$ cat config.mk
export PLATFORM = sky130hd
export DESIGN_NAME = byp_hazard_ctrl
export DESIGN_NICKNAME = d
export VERILOG_FILES = /design/src/rtl/byp_hazard_ctrl.sv
export SDC_FILE = /design/constraint.sdc
export NUM_CORES = 1
export LEC_CHECK = 0
export CORE_MARGIN = 1
export CORE_UTILIZATION = 55
export DETAILED_ROUTE_END_ITERATION = 8
export DONT_BUFFER_PORTS = 1
export PLACE_DENSITY = 0.81
export SETUP_SLACK_MARGIN = 0.2
export SLEW_MARGIN = 20
export SYNTH_ARGS = -nofsm -noshare
export SYNTH_HDL_FRONTEND = slang
export SYNTH_SLANG_ARGS = --single-unit
$ cat constraint.sdc
create_clock -name i_clk -period 2.1 [get_ports i_clk]
set_clock_uncertainty 0.2 [all_clocks]
set_input_delay 0.42 -clock i_clk [delete_from_list [all_inputs] [get_ports i_clk]]
set_output_delay 0.42 -clock i_clk [all_outputs]
set_load 0.05 [all_outputs]
$ cat src/rtl/byp_hazard_ctrl.sv
// ID-stage forwarding and load-use hazard controller.
// Tracks {dst,we,ld} of the instructions in EX (ID_EX) and DM (EX_DM). It
// registers the per-port bypass selects into the ID_EX boundary, raises a
// one-cycle load-use stall, and injects a bubble into ID_EX when it stalls.
module byp_hazard_ctrl #(
  parameter int RADDR_W  = 4,
  parameter int ZERO_BYP = 0,
  parameter int CNT_W    = 16
) (
  input  logic               i_clk,
  input  logic               i_rst_n,
  input  logic               i_stall_ID_EX,
  input  logic               i_stall_EX_DM,
  input  logic               i_flush,
  input  logic [RADDR_W-1:0] i_p0_addr,
  input  logic [RADDR_W-1:0] i_p1_addr,
  input  logic               i_re0,
  input  logic               i_re1,
  input  logic [RADDR_W-1:0] i_dst_addr_ID,
  input  logic               i_we_ID,
  input  logic               i_ld_ID,
  output logic               o_byp0_EX,
  output logic               o_byp0_DM,
  output logic               o_byp1_EX,
  output logic               o_byp1_DM,
  output logic               o_ldu_stall,
  output logic [CNT_W-1:0]   o_ldu_cnt,
  output logic               o_stall_err
);

  // A producer matches a read address only if it writes the RF; R0 is
  // excluded unless it is configured as an ordinary register.
  function automatic logic f_hit(input logic [RADDR_W-1:0] a,
                                 input logic [RADDR_W-1:0] dst,
                                 input logic               we);
    return we && (dst == a) && ((ZERO_BYP != 0) || (a != '0));
  endfunction

  logic [RADDR_W-1:0] r_idex_dst;
  logic               r_idex_we;
  logic               r_idex_ld;
  logic [RADDR_W-1:0] r_exdm_dst;
  logic               r_exdm_we;
  logic               r_exdm_ld;
  logic               r_byp0_ex;
  logic               r_byp0_dm;
  logic               r_byp1_ex;
  logic               r_byp1_dm;
  logic [CNT_W-1:0]   r_ldu_cnt;
  logic               r_stall_err;

  logic w_hit0_ex;
  logic w_hit0_dm;
  logic w_hit1_ex;
  logic w_hit1_dm;
  logic w_ldu_stall;
  logic w_kill;

  // Address compares of the ID read ports against the EX and DM producers.
  always_comb begin
    w_hit0_ex   = i_re0 && f_hit(i_p0_addr, r_idex_dst, r_idex_we);
    w_hit0_dm   = i_re0 && f_hit(i_p0_addr, r_exdm_dst, r_exdm_we);
    w_hit1_ex   = i_re1 && f_hit(i_p1_addr, r_idex_dst, r_idex_we);
    w_hit1_dm   = i_re1 && f_hit(i_p1_addr, r_exdm_dst, r_exdm_we);
    // A load in EX cannot forward yet; a flushed consumer needs no stall.
    w_ldu_stall = r_idex_ld && (w_hit0_ex || w_hit1_ex) && !i_flush;
    w_kill      = i_flush || w_ldu_stall;
  end

  // ID_EX tracking and registered bypass selects; bubble on flush or load-use.
  // EX and DM selects may both be set: the source mux gives EX priority.
  always_ff @(posedge i_clk or negedge i_rst_n) begin
    if (!i_rst_n) begin
      r_idex_dst <= '0;
      r_idex_we  <= 1'b0;
      r_idex_ld  <= 1'b0;
      r_byp0_ex  <= 1'b0;
      r_byp0_dm  <= 1'b0;
      r_byp1_ex  <= 1'b0;
      r_byp1_dm  <= 1'b0;
    end else if (!i_stall_ID_EX) begin
      if (w_kill) begin
        r_idex_dst <= '0;
        r_idex_we  <= 1'b0;
        r_idex_ld  <= 1'b0;
        r_byp0_ex  <= 1'b0;
        r_byp0_dm  <= 1'b0;
        r_byp1_ex  <= 1'b0;
        r_byp1_dm  <= 1'b0;
      end else begin
        r_idex_dst <= i_dst_addr_ID;
        r_idex_we  <= i_we_ID;
        r_idex_ld  <= i_ld_ID;
        r_byp0_ex  <= w_hit0_ex;
        r_byp0_dm  <= w_hit0_dm;
        r_byp1_ex  <= w_hit1_ex;
        r_byp1_dm  <= w_hit1_dm;
      end
    end
  end

  // EX_DM tracking: shift from ID_EX, or take a bubble when ID_EX is held
  // alone so the held instruction is not duplicated downstream.
  always_ff @(posedge i_clk or negedge i_rst_n) begin
    if (!i_rst_n) begin
      r_exdm_dst <= '0;
      r_exdm_we  <= 1'b0;
      r_exdm_ld  <= 1'b0;
    end else if (!i_stall_EX_DM) begin
      if (i_stall_ID_EX) begin
        r_exdm_dst <= '0;
        r_exdm_we  <= 1'b0;
        r_exdm_ld  <= 1'b0;
      end else begin
        r_exdm_dst <= r_idex_dst;
        r_exdm_we  <= r_idex_we;
        r_exdm_ld  <= r_idex_ld;
      end
    end
  end

  // Saturating count of load-use stall cycles that actually took effect.
  always_ff @(posedge i_clk or negedge i_rst_n) begin
    if (!i_rst_n) begin
      r_ldu_cnt <= '0;
    end else if (w_ldu_stall && !i_stall_ID_EX && (r_ldu_cnt != {CNT_W{1'b1}})) begin
      r_ldu_cnt <= r_ldu_cnt + {{(CNT_W-1){1'b0}}, 1'b1};
    end
  end

  // Sticky flag for a mismatched stall pair (only 00 and 11 are legal).
  always_ff @(posedge i_clk or negedge i_rst_n) begin
    if (!i_rst_n) begin
      r_stall_err <= 1'b0;
    end else if (i_stall_ID_EX != i_stall_EX_DM) begin
      r_stall_err <= 1'b1;
    end
  end

  assign o_byp0_EX   = r_byp0_ex;
  assign o_byp0_DM   = r_byp0_dm;
  assign o_byp1_EX   = r_byp1_ex;
  assign o_byp1_DM   = r_byp1_dm;
  assign o_ldu_stall = w_ldu_stall;
  assign o_ldu_cnt   = r_ldu_cnt;
  assign o_stall_err = r_stall_err;

endmodule

# Word level (Yosys, flattened, before mapping)

Index checks and enable logic that the tools add are counted.

Bits in registers: 32
Bits in latches: 0
Memory bits (writable): 0
ROM bits: 0
Output and inout port bits: 22
Word-level logic and storage cells: 49
Memories: 0

$add $sub $neg: 1
$mul: 0
Divide/modulo/power cells: 0
$lt $le $gt $ge: 0
Eq/ne operators: 6
Shift operators: 0
Muxes and demuxes: 9
Bitwise operators: 0
Reductions and logical operators: 22

Operators with widths:

| operator              | count |
|---|---|
| $add 16x1->16 const B | 1 |
| $eq 4x4->1            | 4 |
| $logic_and 1x1->1     | 16 |
| $ne 16x16->1 const B  | 1 |
| $mux 4                | 2 |
| $reduce_bool 4->1     | 2 |
| $mux 1                | 7 |
| $logic_not 1->1       | 2 |
| $logic_or 1x1->1      | 2 |
| $ne 1x1->1            | 1 |

# Longest topological paths before layout

Gate-level depths: netlist of run 1.

Depth in word-level cells: 9
Gate-level depth with buffers: 8
Mapped depth without buffers: 7

# Worst setup path after synthesis of run 1

OpenSTA, ideal clock, no wires.

Path type: register to output
Start point: reg r_idex_dst[0]
End point: out o_ldu_stall
Arrival: 1.932 ns
Path slack: -0.452 ns
Cell stages (with the launch flop): 7
Cell sequence: dfrtp_1 -> xor2_1 -> nor4_2 -> or2_0 -> buf_2 -> nand2_2 -> nor2_1

Longest elaborated chain between the ends: 7
Elaborated cells on any way between the ends: 11
Those cells by class: eq/ne (2); reduce/logical (9)

Ends and longest elaborated chain:

| item                                 | RTL line | source |
|---|---|---|
| start: declaration                   | 39       | `logic [RADDR_W-1:0] r_idex_dst;` |
| start signal: assignment             | 91       | `r_idex_dst <= i_dst_addr_ID;` |
| $eq 4x4->1                           | 36       | `return we && (dst == a) && ((ZERO_BYP != 0) \|\| (a != '0));` |
| $logic_and 1x1->1 (2 in a row)       | 36       |  |
| $logic_and 1x1->1 (on tied branches) | 61, 63   |  |
| $logic_or 1x1->1 *                   | 66       | `w_ldu_stall = r_idex_ld && (w_hit0_ex \|\| w_hit1_ex) && !i_flush;` |
| $logic_and 1x1->1 * (2 in a row)     | 66       |  |
| end: declaration                     | 26       | `output logic o_ldu_stall,` |

Every way passes the cells marked *; elsewhere a longest branch is shown, timed or not.

# Worst setup path after layout of run 1

Start point: reg r_idex_dst[3]
End point: out o_ldu_stall

Same word-level chain as after synthesis.

==> results of run 1 <==
==> cell usage after synthesis <==
cell type,count
dfrtp_1,32
clkbuf_1,2
nor4_2,1
nor3_1,3
nand4b_1,1
nand4_1,6
buf_2,2
nand2_1,14
nor2_4,1
o21ai_0,5
and4_1,2
mux2_2,2
nand3_1,14
xnor2_1,21
ha_1,1
o41a_1,1
a22o_1,2
xor2_1,10
a41oi_2,1
nand2_2,1
a32o_1,7
nand2b_1,6
or2_0,1
o41ai_1,1
nor4_1,5
nor2_1,7
a22o_2,1
buf_6,1
and3_1,5
==> power groups by stage <==
stage / Sequential, mW / Combinational, mW / Clock (mW)
6_report: 0.658 / 0.139 / 0.468
5_1_grt: 0.660 / 0.151 / 0.491
3_3_place_gp: 0.667 / 0.0918 / 0
4_1_cts: 0.655 / 0.123 / 0.468
2_1_floorplan: 0.669 / 0.0694 / 0
3_5_place_dp: 0.668 / 0.0950 / 0
==> sequential cells by signal, summed over array words and instances, names as in the netlist <==
name and cells:
o_byp0_DM 1, o_byp0_EX 1, o_byp1_DM 1, o_byp1_EX 1
o_ldu_cnt 16, o_stall_err 1, r_exdm_dst 4, r_exdm_we 1
r_idex_dst 4, r_idex_ld 1, r_idex_we 1
==> layout make-up <==
class	instances	share of cell area [%]
clock buffer	6	1.76
clock inverter	2	1.50
multi-input combinational	119	42.4
sequential	32	34.8
tap	31	1.66
timing repair buffer	46	17.9
==> logic make-up (layout without fill, tap and decap cells) <==
logic type / after synthesis / count (layout) / synth area share (%)
DFF: 32 / 32 / 48.3
adders and majority gates: 1 / 1 / 0.754
muxes: 2 / 2 / 1.36
and+or+nand+nor: 67 / 67 / 21.9
AOI/OAI and AO/OA: 18 / 18 / 9.58
xor gates and xnor gates: 31 / 31 / 16.4
buffers and inverters: 5 / 54 / 1.73
==> layer usage <==
layer	wire (µm)	global-route usage [%]	part of all wire (%)
met5	0	0	0
met4	166	14.6	3.3
met3	385	11.3	7.6
met2	2640	48.6	52
met1	1890	33.7	37
==> worst max-delay path by stage <==
stage / from / end / cells past startpoint
finish: r_idex_dst[3] / o_ldu_stall / 6
CTS: r_idex_dst[3] / o_ldu_stall / 6
global placement: i_p1_addr[0] / o_ldu_stall / 7
floorplan: r_idex_dst[0] / o_ldu_stall / 6
detailed placement: i_p1_addr[0] / o_ldu_cnt[1] / 7
global route: r_idex_dst[0] / o_ldu_stall / 7
==> repair_timing <==
| item | in CTS | in global routing |
|---|---|---|
| endpoints found under the hold margin | 38 | 3 |
| endpoints found under the setup margin | 25 | 25 |
| hold buffers | 3 | 1 |
| resized for setup | 14 | 14 |
| buffers inserted | 5 | 8 |
| pin swaps | 6 | 12 |
==> per-stage QoR <==
step / util [%] / worst slack (ns) / instance area [µm²]
after global routing: 83.5 / -0.469 / 2340
final: 83.5 / -0.376 / 2340
after detailed placement: 70.7 / -0.141 / 1980
after global placement: 70.7 / -0.121 / 1980
after CTS: 78.5 / -0.310 / 2200
after floorplan: - / -0.0568 / 1740
==> flow_metrics.tcl, run 1 <==
set metrics [dict create \
    worstSetupPathType "flop to output pin" \
    core_area_um2 2810 \
    area_growth_syn_to_layout_pct 41.2 \
    fin_crit_sh_pct 118 \
    power_leakage_nw 1.02 \
    post-synth-top-area-cell "dfrtp_1" \
    worst_ep_arrival_time_ns 1.86 \
    clock_latency_ns 0.35 \
    clockBufferDepth 2 \
    path_delay_family "simple AND/OR/NAND/NOR gates" \
    critical_path.startpoint_type "flop" \
    whs_ns -0.00336 \
    vias_per_cell 6.30 \
    end_kind "output pin" \
    timing.rr.end "o_ldu_cnt[12]" \
    dr_total_vias 1487 \
    stdcell_count 236 \
    drt-pass1-iter-count 6 \
    clkSinkCount 32 \
    io_pins 43 \
    combPwrFrac_pct 11.0 \
    path_clk_slew_ns 0.10 \
    cts_tree "done" \
    slew_violations 0 \
    power_switching_share_pct 24.7 \
    path_buf_inv 1 \
    crit_chain "xor2_1 -> nor4_2 -> or2_1 -> nand2_4 -> nor2_4 -> buf_12" \
    rsz0062_at_grt "yes" \
    yosysSeqAreaShare_pct 48.3 \
    synth_top_cell_area_share_pct 48.3 \
    violations "DRC, hold timing, setup timing" \
    hold_viol 1 \
    syn_area_per_cell_um2 10.6 \
    setup_viol 11 \
    ant_nets 0 \
    chipWidth_um 56.9 \
    dieArea_um2 3240 \
    r2r_slack_ns -0.32 \
    cts_root_buf "clkbuf_4" \
    rr_worst_depth 10 \
    hold_path_end "r_exdm_dst[1]" \
    synthTopCellsByArea "dfrtp_1 48%, xnor2_1 11%, xor2_1 5.3%" \
    hpwl_um 2990 \
    synth_cell_types 29 \
    die_y_um 56.9 \
    synth_fp_nets 178 \
    max_slew_margin_pct 63.7 \
    wire_per_inst_um 21.6 \
    internal_power_mw 0.952 \
    grt_pass1_wl_um 7030 \
    mostFrequentLayoutCells "30 x buf_4, 20 x xnor2_1, 20 x dfrtp_1" \
    htreeDepth 2 \
    hold_class "primary input to flop" \
    drt-initial-drc-count 89 \
    required_ns 1.48 \
    fmax_mhz 404 \
    cpPeakStageDelay_ns 0.45 \
    ys_ff_latch 32 \
    outcome "finished with violations" \
    overflow 0 \
    hold_depth 2 \
    yosys_warnings 0 \
    r2r-start "r_idex_dst[3]" \
    fin_setup_tns_ns -1.54 \
    clock_power_share_pct 37.0 \
    holdCritStartpoint "i_stall_EX_DM" \
    num-nets-final 226 \
    drc 8 \
    initial_core_util_pct 59.1 \
    worst_pin_slew_ns 0.538 \
    numPortBuffers 0 \
    rows 19 \
    gp_congestion 0.856 \
    final_common_cell "buf_4" \
    syn_inst 156 \
    grt_pass1_vias 1501 \
    placed_cells 211 \
    vdd_drop_max_uv 419 \
    power_mw 1.26 \
    power_density_nw_per_um2 540 \
    nFillCells 147 \
    seq_area_um2 816 \
    num_antenna_cells 0 \
    layout-drive-gt1-share_pct 43.4 \
    routed_wl_um 5090 \
    cap_violations 0 \
    synth_area_um2 1660 \
    worstPathMaxFanout 3 \
    period_needed_ns 2.48 \
    grt_usage_pct 29.6 \
    slowest_stage "dfrtp_1" \
    multi_input_area_um2 992 \
    cts_buffers 5 \
    p_seq_share_pct 52.0 \
    grt_max_degree 33 \
    antenna_found_initial 0 \
    power_switching_mw 0.313 \
    setup_ws_ns -0.376 \
]
Note: power is estimated with default switching activity, not from simulation.
==> inputs of run 2 (changes only) <==
- CAP_MARGIN: not set -> 0
- CTS_CLUSTER_DIAMETER: not set -> 150
- CTS_CLUSTER_SIZE: not set -> 8
==> results of run 2 <==
The final DEF is identical to that of run 1; final timing and power are the same.
==> inputs of run 3 (changes only) <==
- CAP_MARGIN: 0 -> not set
==> results of run 3 <==
The final DEF is identical to that of run 1; final timing and power are the same.
==> patch, RTL diff (config.mk and constraints of run 3) <==
Set the parameter `RADDR_W` to 3 (it was 4).
--- a/src/rtl/byp_hazard_ctrl.sv
+++ b/src/rtl/byp_hazard_ctrl.sv
@@ -3,7 +3,7 @@
 // registers the per-port bypass selects into the ID_EX boundary, raises a
 // one-cycle load-use stall, and injects a bubble into ID_EX when it stalls.
 module byp_hazard_ctrl #(
-  parameter int RADDR_W  = 4,
+  parameter int RADDR_W  = 3,
   parameter int ZERO_BYP = 0,
   parameter int CNT_W    = 16
 ) (
Ports: changed (resized i_dst_addr_ID, i_p0_addr and i_p1_addr); port bits go from 43 to 40. No check against the original RTL was run, so the function may have changed too.
==> patch against run 3 <==
The flow finishes with violations (design-rule violations, negative setup slack). Wire length down 16%. Synthesized area decreased by 0.68%. First-iteration DRC count decreased by 12%. Sequential cell count is 2 lower. Critical endpoint unchanged. Synthesized cell count rose by 1.3%. Register-to-register slack better by 0.14 ns. Sequential share of layout area fell by 0.47 points. Setup slack worse by 0.0083 ns. Power decreased by 13%. Largest power group unchanged. Die area fell by 0.65%. Design area is 4.1% lower.
==> patch: results (changes against run 3) <==
| Metric | Value |
|---|---|
| Status | complete, but fails checks (unchanged) |
| Failing checks | design-rule violations, negative setup slack (was design-rule violations, negative hold slack, negative setup slack) |
| M2 GR Usage | 0.444 (was 0.486) |
| Ranking of synthesized cells by area | dfrtp_1, xnor2_1, a22o_1, nand2_1, o21ai_0 (was dfrtp_1, xnor2_1, xor2_1, a32o_1, nand3_1) |
| Slew HR | 0.500 (was 0.637) |
| Synthesized net count | 177 (was 178) |
| Routing usage on met1 | 0.368 (was 0.337) |
| Maximum vdd drop | 0.481 mV (was 0.419 mV) |
| P_comb | 131 uW (was 139 uW) |
| Top post-synthesis cells by count | dfrtp_1, xnor2_1, nand2_1 (was dfrtp_1, xnor2_1, nand2_1, nand3_1, xor2_1) |
| Metal2 WL | 2.07 mm (was 2.64 mm) |
| Filler cells | 181 (was 147) |
| Final Worst Setup Slack | -0.385 ns (was -0.376 ns) |
| Adder-Cell Fraction of Synth Area | 0.00759 (was 0.00754) |
| Met1 Wirelength | 1.81 mm (was 1.89 mm) |
| Hold_sp | i_dst_addr_ID[0] (was i_stall_EX_DM) |
| P_sw | 282 uW (was 313 uW) |
| Sequential fraction of the synthesis area | 0.456 (was 0.483) |
| Distinct cells, synth | 37 (was 29) |
| Routed length on met3 | 310 um (was 385 um) |
| Worst hold path depth | 1 (was 2) |
| Detailed placer's ending HPWL | 2.84 mm (was 2.99 mm) |
| Lkg Pwr | 0.000947 uW (was 0.00102 uW) |
| Drt drc | 4 (was 8) |
| # setup viols final | 24 (was 11) |
## patch: timing repair
action | CTS | global route
hold buffers | 5 | 3
pin swaps | 12 | 12
gates resized for setup | 10 | 11
setup endpoints to repair | 24 | 24
setup buffers | 5 | 2
endpoints found under the hold margin | 35 | 3
## patch: area by class of cell
type	instances	area [sq um]	area share
multi-input combinational	118	947	0.421
sequential	30	772	0.344
timing repair buffer	45	410	0.183
clock buffer	7	55.1	0.0245
tap	31	38.8	0.0173
inverter	5	18.8	0.00835
clock inverter	1	5.00	0.00223
## patch: how the worst max path moves through the flow
stage | from | end | slack [ns] | depth (start not counted)
global placement | i_p0_addr[2] | o_ldu_stall | -0.03 | 6
finish | r_idex_dst[2] | o_ldu_stall | -0.38 | 6
detailed placement | i_p0_addr[2] | o_ldu_cnt[1] | -0.05 | 6
CTS | r_idex_dst[2] | o_ldu_stall | -0.39 | 6
floorplan | r_idex_dst[1] | o_ldu_stall | -0.26 | 6
global route | r_idex_dst[2] | o_ldu_stall | -0.47 | 7
